`config.mk`:
```
export PLATFORM = sky130hd
export DESIGN_NAME = drive_via6522_flat
export DESIGN_NICKNAME = d
export VERILOG_FILES = /design/src/rtl/drive_via6522_if.sv /design/src/rtl/drive_via6522.sv /design/src/flat_wrapper.sv
export SDC_FILE = /design/constraint.sdc
export NUM_CORES = 1
export LEC_CHECK = 0
export BUFFER_PORTS_ARGS = -buffer_cell sky130_fd_sc_hd__buf_2
export CORE_MARGIN = 2
export CORE_UTILIZATION = 38
export DETAILED_ROUTE_END_ITERATION = 12
export PLACE_DENSITY_LB_ADDON = 0.2
export SLEW_MARGIN = 20
export SYNTH_ARGS = -nofsm -noshare
export SYNTH_HDL_FRONTEND = slang
export SYNTH_SLANG_ARGS = --single-unit
```
`constraint.sdc`:
```
create_clock -name clock -period 2.74 [get_ports clock]
set_clock_uncertainty 0.15 [all_clocks]
set_input_delay 0.548 -clock clock [delete_from_list [all_inputs] [get_ports clock]]
set_output_delay 0.548 -clock clock [all_outputs]
set_load 0.05 [all_outputs]
```
`src/rtl/drive_via6522_if.sv`:
```
// CPU-side bus of the drive VIA: phase strobes, register select, read/write
// qualifiers and the two data paths.
//   rising / falling : one-cycle phase-2 start / end strobes
//   addr             : register select
//   wen / ren        : write / read access this bus cycle
//   data_in          : CPU write data
//   data_out         : read data, combinational from addr
interface drive_via6522_if;
    logic       rising;
    logic       falling;
    logic [3:0] addr;
    logic       wen;
    logic       ren;
    logic [7:0] data_in;
    logic [7:0] data_out;

    modport master (output rising, falling, addr, wen, ren, data_in, input data_out);
    modport slave  (input rising, falling, addr, wen, ren, data_in, output data_out);
endinterface

```
`src/rtl/drive_via6522.sv`:
```
// Cycle-based MOS 6522 VIA as used in the 1541 drive. All state changes on the
// falling (end of phase 2) strobe.
//   clock, reset        : system clock, synchronous active-high reset
//   bus                 : CPU register access (drive_via6522_if.slave)
//   port_a_* / port_b_* : output register, drive enable (DDR), pin level
//   ca1_i, cb1_i        : edge-sensitive control inputs
//   ca2_* / cb2_*       : CA2/CB2 level, drive enable, input
//   cb1_o / cb1_t       : tied high / undriven
//   irq                 : active-high interrupt request
module drive_via6522 (
    input  logic              clock,
    input  logic              reset,
    drive_via6522_if.slave    bus,
    output logic [7:0]        port_a_o,
    output logic [7:0]        port_a_t,
    input  logic [7:0]        port_a_i,
    output logic [7:0]        port_b_o,
    output logic [7:0]        port_b_t,
    input  logic [7:0]        port_b_i,
    input  logic              ca1_i,
    output logic              ca2_o,
    output logic              ca2_t,
    input  logic              ca2_i,
    output logic              cb1_o,
    output logic              cb1_t,
    input  logic              cb1_i,
    output logic              cb2_o,
    output logic              cb2_t,
    input  logic              cb2_i,
    output logic              irq
);

    typedef enum logic [2:0] {
        C2_IN_NEG, C2_IN_NEG_IND, C2_IN_POS, C2_IN_POS_IND,
        C2_HANDSHAKE, C2_PULSE, C2_LOW, C2_HIGH
    } ctl2_e;

    logic [7:0]  ora, orb, ddra, ddrb, acr, pcr, sr;
    logic [7:0]  pa_latch, pb_latch, t2_latch_lo, pb_read;
    logic [6:0]  ifr, ier, ifr_set, ifr_clr;
    logic [15:0] t1_cnt, t1_latch, t2_cnt;
    logic        t1_armed, t1_reload, t2_armed, pb7_out, ca2_out, cb2_out;
    logic        ca1_prev, ca2_prev, cb1_prev, cb2_prev, pb6_prev;
    logic        wr, acc;
    logic [15:0] sel, wr_sel, rd_sel, acc_sel;
    logic        ca1_edge, ca2_edge, cb1_edge, cb2_edge;
    logic        t1_load, t1_dec, t1_uflow, t2_load, t2_dec, t2_uflow;
    ctl2_e       ca2_mode, cb2_mode;
    logic        unused_ok;

    assign unused_ok = &{1'b0, bus.rising};

    assign wr      = bus.falling & bus.wen;
    assign acc     = bus.falling & (bus.wen | bus.ren);
    assign sel     = 16'd1 << bus.addr;
    assign wr_sel  = wr ? sel : '0;
    assign rd_sel  = (bus.falling & bus.ren) ? sel : '0;
    assign acc_sel = acc ? sel : '0;

    assign ca2_mode = ctl2_e'(pcr[3:1]);
    assign cb2_mode = ctl2_e'(pcr[7:5]);

    assign pb_read = (orb & ddrb) | (port_b_i & ~ddrb);

    assign ca1_edge = bus.falling & (pcr[0] ? (~ca1_prev & ca1_i) : (ca1_prev & ~ca1_i));
    assign cb1_edge = bus.falling & (pcr[4] ? (~cb1_prev & cb1_i) : (cb1_prev & ~cb1_i));
    assign ca2_edge = bus.falling & ~pcr[3] & (pcr[2] ? (~ca2_prev & ca2_i) : (ca2_prev & ~ca2_i));
    assign cb2_edge = bus.falling & ~pcr[7] & (pcr[6] ? (~cb2_prev & cb2_i) : (cb2_prev & ~cb2_i));

    // T1 neither decrements on its load strobe nor on the free-run reload strobe
    assign t1_load  = wr_sel[5];
    assign t1_dec   = bus.falling & ~t1_load & ~t1_reload;
    assign t1_uflow = t1_dec & (t1_cnt == 16'h0000);

    assign t2_load  = wr_sel[9];
    assign t2_dec   = bus.falling & ~t2_load & (~acr[5] | (pb6_prev & ~port_b_i[6]));
    assign t2_uflow = t2_dec & (t2_cnt == 16'h0000);

    always_comb begin
        ifr_set    = '0;
        ifr_set[0] = ca2_edge;
        ifr_set[1] = ca1_edge;
        ifr_set[3] = cb2_edge;
        ifr_set[4] = cb1_edge;
        ifr_set[5] = t2_uflow & t2_armed;
        ifr_set[6] = t1_uflow & t1_armed;

        ifr_clr = '0;
        if (wr_sel[13])
            ifr_clr = bus.data_in[6:0];
        if (acc_sel[1]) begin
            ifr_clr[1] = 1'b1;
            if (ca2_mode != C2_IN_NEG_IND && ca2_mode != C2_IN_POS_IND)
                ifr_clr[0] = 1'b1;
        end
        if (acc_sel[0]) begin
            ifr_clr[4] = 1'b1;
            if (cb2_mode != C2_IN_NEG_IND && cb2_mode != C2_IN_POS_IND)
                ifr_clr[3] = 1'b1;
        end
        if (acc_sel[10])
            ifr_clr[2] = 1'b1;
        if (rd_sel[4] | wr_sel[5] | wr_sel[7])
            ifr_clr[6] = 1'b1;
        if (rd_sel[8] | wr_sel[9])
            ifr_clr[5] = 1'b1;
    end

    always_comb begin
        bus.data_out = '0;
        case (bus.addr)
            4'h0:        bus.data_out = acr[1] ? pb_latch : pb_read;
            4'h1, 4'hF:  bus.data_out = acr[0] ? pa_latch : port_a_i;
            4'h2:        bus.data_out = ddrb;
            4'h3:        bus.data_out = ddra;
            4'h4:        bus.data_out = t1_cnt[7:0];
            4'h5:        bus.data_out = t1_cnt[15:8];
            4'h6:        bus.data_out = t1_latch[7:0];
            4'h7:        bus.data_out = t1_latch[15:8];
            4'h8:        bus.data_out = t2_cnt[7:0];
            4'h9:        bus.data_out = t2_cnt[15:8];
            4'hA:        bus.data_out = sr;
            4'hB:        bus.data_out = acr;
            4'hC:        bus.data_out = pcr;
            4'hD:        bus.data_out = {irq, ifr};
            default:     bus.data_out = {1'b1, ier};
        endcase
    end

    always_ff @(posedge clock) begin
        if (reset) begin
            ora <= '0; orb <= '0; ddra <= '0; ddrb <= '0;
            acr <= '0; pcr <= '0; sr <= '0;
            ifr <= '0; ier <= '0;
            pa_latch <= '0; pb_latch <= '0;
            t1_cnt <= '0; t1_latch <= '0; t2_cnt <= '0; t2_latch_lo <= '0;
            t1_armed <= 1'b0; t1_reload <= 1'b0; t2_armed <= 1'b0;
            pb7_out <= 1'b0; ca2_out <= 1'b0; cb2_out <= 1'b0;
            ca1_prev <= 1'b0; ca2_prev <= 1'b0; cb1_prev <= 1'b0;
            cb2_prev <= 1'b0; pb6_prev <= 1'b0;
        end else begin
            // set/clear vectors are already qualified by the falling strobe
            ifr <= (ifr & ~ifr_clr) | ifr_set;
            if (bus.falling) begin
                ca1_prev <= ca1_i;
                ca2_prev <= ca2_i;
                cb1_prev <= cb1_i;
                cb2_prev <= cb2_i;
                pb6_prev <= port_b_i[6];
                if (ca1_edge) pa_latch <= port_a_i;
                if (cb1_edge) pb_latch <= pb_read;

                if (wr) begin
                    case (bus.addr)
                        4'h0:       orb <= bus.data_in;
                        4'h1, 4'hF: ora <= bus.data_in;
                        4'h2:       ddrb <= bus.data_in;
                        4'h3:       ddra <= bus.data_in;
                        4'h4, 4'h6: t1_latch[7:0] <= bus.data_in;
                        4'h5, 4'h7: t1_latch[15:8] <= bus.data_in;
                        4'h8:       t2_latch_lo <= bus.data_in;
                        4'hA:       sr <= bus.data_in;
                        4'hB:       acr <= bus.data_in;
                        4'hC:       pcr <= bus.data_in;
                        4'hE:       ier <= bus.data_in[7] ? (ier | bus.data_in[6:0])
                                                          : (ier & ~bus.data_in[6:0]);
                        default:    ;
                    endcase
                end

                // Free-run: the strobe after underflow reloads instead of decrementing
                if (t1_load) begin
                    t1_cnt    <= {bus.data_in, t1_latch[7:0]};
                    t1_armed  <= 1'b1;
                    t1_reload <= 1'b0;
                    pb7_out   <= 1'b0;
                end else if (t1_reload) begin
                    t1_cnt    <= t1_latch;
                    t1_reload <= 1'b0;
                end else begin
                    t1_cnt <= t1_cnt - 16'd1;
                    if (t1_uflow) begin
                        t1_reload <= acr[6];
                        if (t1_armed) begin
                            pb7_out <= ~pb7_out;
                            if (!acr[6]) t1_armed <= 1'b0;
                        end
                    end
                end

                if (t2_load) begin
                    t2_cnt   <= {bus.data_in, t2_latch_lo};
                    t2_armed <= 1'b1;
                end else if (t2_dec) begin
                    t2_cnt <= t2_cnt - 16'd1;
                    if (t2_uflow) t2_armed <= 1'b0;
                end

                case (ca2_mode)
                    C2_HANDSHAKE: begin
                        if (acc_sel[1])    ca2_out <= 1'b0;
                        else if (ca1_edge) ca2_out <= 1'b1;
                    end
                    C2_PULSE: ca2_out <= ~acc_sel[1];
                    C2_LOW:   ca2_out <= 1'b0;
                    C2_HIGH:  ca2_out <= 1'b1;
                    default:  ;
                endcase

                case (cb2_mode)
                    C2_HANDSHAKE: begin
                        if (wr_sel[0])     cb2_out <= 1'b0;
                        else if (cb1_edge) cb2_out <= 1'b1;
                    end
                    C2_PULSE: cb2_out <= ~wr_sel[0];
                    C2_LOW:   cb2_out <= 1'b0;
                    C2_HIGH:  cb2_out <= 1'b1;
                    default:  ;
                endcase
            end
        end
    end

    assign port_a_o = ora;
    assign port_a_t = ddra;
    assign port_b_o = acr[7] ? {pb7_out, orb[6:0]} : orb;
    assign port_b_t = acr[7] ? {1'b1, ddrb[6:0]} : ddrb;
    assign ca2_o    = ca2_out;
    assign ca2_t    = pcr[3];
    assign cb1_o    = 1'b1;
    assign cb1_t    = 1'b0;
    assign cb2_o    = cb2_out;
    assign cb2_t    = pcr[7];
    assign irq      = |(ifr & ier);

endmodule

```
`src/flat_wrapper.sv`:
```
// flat-port wrapper written by rule: the top's interface ports become plain ports
module drive_via6522_flat 
  (clock, reset, port_a_o, port_a_t, port_a_i, port_b_o, port_b_t, port_b_i, ca1_i, ca2_o, ca2_t, ca2_i, cb1_o, cb1_t, cb1_i, cb2_o, cb2_t, cb2_i, irq, bus_rising, bus_falling, bus_addr, bus_wen, bus_ren, bus_data_in, bus_data_out);
  drive_via6522_if bus_i ();
  input  logic clock;
  input  logic reset;
  output logic [7:0] port_a_o;
  output logic [7:0] port_a_t;
  input  logic [7:0] port_a_i;
  output logic [7:0] port_b_o;
  output logic [7:0] port_b_t;
  input  logic [7:0] port_b_i;
  input  logic ca1_i;
  output logic ca2_o;
  output logic ca2_t;
  input  logic ca2_i;
  output logic cb1_o;
  output logic cb1_t;
  input  logic cb1_i;
  output logic cb2_o;
  output logic cb2_t;
  input  logic cb2_i;
  output logic irq;
  input wire logic [$bits(bus_i.rising)-1:0] bus_rising;
  input wire logic [$bits(bus_i.falling)-1:0] bus_falling;
  input wire logic [$bits(bus_i.addr)-1:0] bus_addr;
  input wire logic [$bits(bus_i.wen)-1:0] bus_wen;
  input wire logic [$bits(bus_i.ren)-1:0] bus_ren;
  input wire logic [$bits(bus_i.data_in)-1:0] bus_data_in;
  output wire logic [$bits(bus_i.data_out)-1:0] bus_data_out;
  assign bus_i.rising = bus_rising;
  assign bus_i.falling = bus_falling;
  assign bus_i.addr = bus_addr;
  assign bus_i.wen = bus_wen;
  assign bus_i.ren = bus_ren;
  assign bus_i.data_in = bus_data_in;
  assign bus_data_out = bus_i.data_out;
  drive_via6522 u_core (.clock(clock), .reset(reset), .bus(bus_i), .port_a_o(port_a_o), .port_a_t(port_a_t), .port_a_i(port_a_i), .port_b_o(port_b_o), .port_b_t(port_b_t), .port_b_i(port_b_i), .ca1_i(ca1_i), .ca2_o(ca2_o), .ca2_t(ca2_t), .ca2_i(ca2_i), .cb1_o(cb1_o), .cb1_t(cb1_t), .cb1_i(cb1_i), .cb2_o(cb2_o), .cb2_t(cb2_t), .cb2_i(cb2_i), .irq(irq));
endmodule
```
==> results.cfg <==
[timing]
period_needed_ns = 2.771
fin_setup_tns_ns = -0.03138
timing.hold.ws_ns = 0.2195
fmax_ghz = 0.3608
rsz0062_at_grt = yes
period_share = 1.011
timing_hold_violations_final = 0
finalWorstSetupSlack_ns = -0.03138
setup_viol = 1
drv_slew = 0
tightest_slew_ns = 0.6964
slew-limit-headroom = 0.5346

[logic_synthesis]
ys_seq_area_frac = 0.3764
syn-num-nets = 1067
synth_area_mm2 = 0.008138
async_flop_share = 0
yosysWarnings = 0
synthCells = 1026
synth_edf_count = 0
syn_area_per_cell_um2 = 7.932
synth_area_leader_cell = dfxtp_1
synth-seq-cells = 153
synthFlopType = dfxtp_1
ys_types = 64
synth_top_area_frac = 0.3764
ys_top_cells_by_area = dfxtp_1 38%, mux2i_1 11%, nand2_1 5.9%

[final_layout]
num_antenna_cells = 0
fin_nets = 1221
layout_common_cells = 147 x dfxtp_1, 139 x buf_4, 125 x nand2_1
final_util = 0.5081
drive_above_1_share = 0.2735
syn2layout_area_growth_pct = 31.24
fin_cells = 1467
largestRegisters = u_core.t1_cnt x16, u_core.t1_latch x16, u_core.t2_cnt x16
final_common_cell = dfxtp_1

[global_routing]
grt_overflow = 0
grt_max_degree = 67
grt_usage = 0.2800
antenna_found_initial = 0
grt_pass1_vias = 7791
grt_pass1_wl_um = 47090

[power_and_ir_drop]
net-switching-power_w = 0.001810
leakage_nw = 4.272
p_comb_frac = 0.189
power_frac_clock = 0.400
sequentialPowerShare = 0.411
p_per_area_mw_per_mm2 = 557.0
internal_power_w = 0.004139
ir_drop_mv = 0.3954
swShare = 0.3043

[detailed_routing]
route.vias.total = 8318
ant_nets = 0
viasPerCell = 5.670
routed_wl_um = 31610
avgRoutedWirePerCell_um = 21.55
first_pass_iters = 7
drtIter0Drc = 780
drc_errors = 0

[setup_path]
critical_path_class = flip-flop to output pin
worstPathCellList = a222oi_1 > nand3_1 > nor3b_2 > a221oi_2 > buf_4 > nand3_4 > buf_8
cp-endpoint = bus_data_out[7]
critPathMaxFanout = 2
reg2reg_setup_slack_ns = 0.27
cp.depth = 7
cp_data_arrival_time_ns = 2.07
cp_num_buf_inv = 2
r2r-end = u_core.ifr[6]
reg2reg_from = u_core.t1_cnt[1]
crit_family = compound AO/OA/AOI/OAI gates
startpoint = u_core.ifr[4]
crit_slowest_cell = dfxtp_2
cp-start-kind = flip-flop
cp.required_ns = 2.04
max_stage_delay_ns = 0.35
end_kind = output pin
reg2regPathDepth = 8

[clocking]
postCtsHoldBufs = 0
cts-root-buf = clkbuf_16
cts_buffers = 17
cts_max_level = 4
path_clk_slew_ns = 0.07
cts_tree = done
cts.sinks = 153
clk_latency_ns = 0.43
max-clock-path-buffers = 2

[place]
dpl.cell_count = 1426
port_buffers = 81
hpwl_um = 22520
gp_congestion = 0.9991

[floorplan]
die_y_um = 150.3
num_rows = 53
ioPinCount = 85
die_x_um = 150.3
die_area_mm2 = 0.02260
core_mm2 = 0.02102
start_util = 0.3871

[run_status]
violations = setup timing
status = finished, violations left

[job]
max_cap_violations = 0

[hold_path]
hold_class = input port to flip-flop
[power by group through the flow]
stage | Combinational, W | Clock (W) | Sequential [W]
after floorplan | 0.000661 | 0 | 0.00244
after global placement | 0.00102 | 0 | 0.00248
after global routing | 0.00120 | 0.00250 | 0.00245
after CTS | 0.00109 | 0.00240 | 0.00244
final | 0.00112 | 0.00238 | 0.00245
after detailed placement | 0.00103 | 0 | 0.00248
[final cells by class]
type / count / area, um^2
fill: 2019 / 10340
multi-input combinational: 761 / 4866
sequential: 153 / 3073
timing repair buffer: 230 / 1753
clock buffer: 18 / 429.2
tap: 275 / 344.1
clock inverter: 13 / 147.6
inverter: 17 / 67.56
[worst min-delay path: cells and delay by family]
family / cells / cell delay, ns
AND/OR/NAND/NOR: 1 / 0.07
multiplexers: 1 / 0.06
buffers and inverters: 1 / 0.09
[how the worst min path moves through the flow]
stage	from	endpoint	slack [ns]	cells after the start
2_1_floorplan	u_core.acr[4]	u_core.acr[4]	0.28	2
3_3_place_gp	u_core.acr[4]	u_core.acr[4]	0.29	2
3_5_place_dp	u_core.acr[3]	u_core.acr[3]	0.30	2
4_1_cts	port_a_i[5]	u_core.pa_latch[5]	0.21	3
5_1_grt	port_a_i[7]	u_core.pa_latch[7]	0.23	3
6_report	port_a_i[5]	u_core.pa_latch[5]	0.22	3
[synthesized netlist by cell type (4+ instances only)]
master    number
a211oi_1      28
a21oi_1       80
a221oi_1       5
a22oi_1       11
a311oi_1       4
a31oi_1       14
and3_1         5
buf_1          6
buf_2          5
buf_4         16
clkbuf_1      68
dfxtp_1      153
inv_1         16
mux2_2        11
mux2i_1       91
nand2_1      127
nand2b_1      11
nand3_1       52
nand4_1        6
nand4b_1       6
nor2_1       118
nor2b_1       15
nor3_1        28
nor4_1         9
o211ai_1       6
o21a_1         4
o21ai_0       41
o22ai_1       10
o32ai_1        4
or3_1          8
or4_1          4
xnor2_1        7
xor2_1         9
[cell families (layout without fill, tap and decap cells)]
kind of cell,count (synthesis),after routing,share of synthesized area
flip-flops,153,153,0.3764
adder cells (fa/ha/maj),3,3,0.004613
AO/OA/AOI/OAI,228,228,0.1744
buffers and inverters,112,278,0.05981
multiplexers,104,104,0.1327
XOR/XNOR,16,16,0.01722
other,2,2,0.0009229
AND/OR/NAND/NOR,408,408,0.2340
[metrics by stage]
step,setup WS (ns),power (W),area (um^2)
3_3_place_gp,-0.3407,0.003509,9721
2_1_floorplan,-0.01790,0.003106,8275
5_1_grt,-0.1214,0.006150,10680
6_report,-0.03138,0.005949,10680
3_5_place_dp,-0.2634,0.003516,9721
4_1_cts,-0.04465,0.005921,10530
[routing by layer]
layer	wire, um	track usage	vias to the layer above	share of wire
li1	-	-	3952	-
met1	13840	0.3832	3986	0.44
met2	14400	0.4355	320	0.46
met3	2343	0.05455	60	0.074
met4	1020	0.1066	0	0.032
met5	0	0	-	0
[timing repair]
action,CTS,global route
setup buffers,8,2
pin swaps,10,10
resized for setup,47,30
gates cloned,1,1
endpoints found under the setup margin,8,9
(Power assumes the default switching activity.)
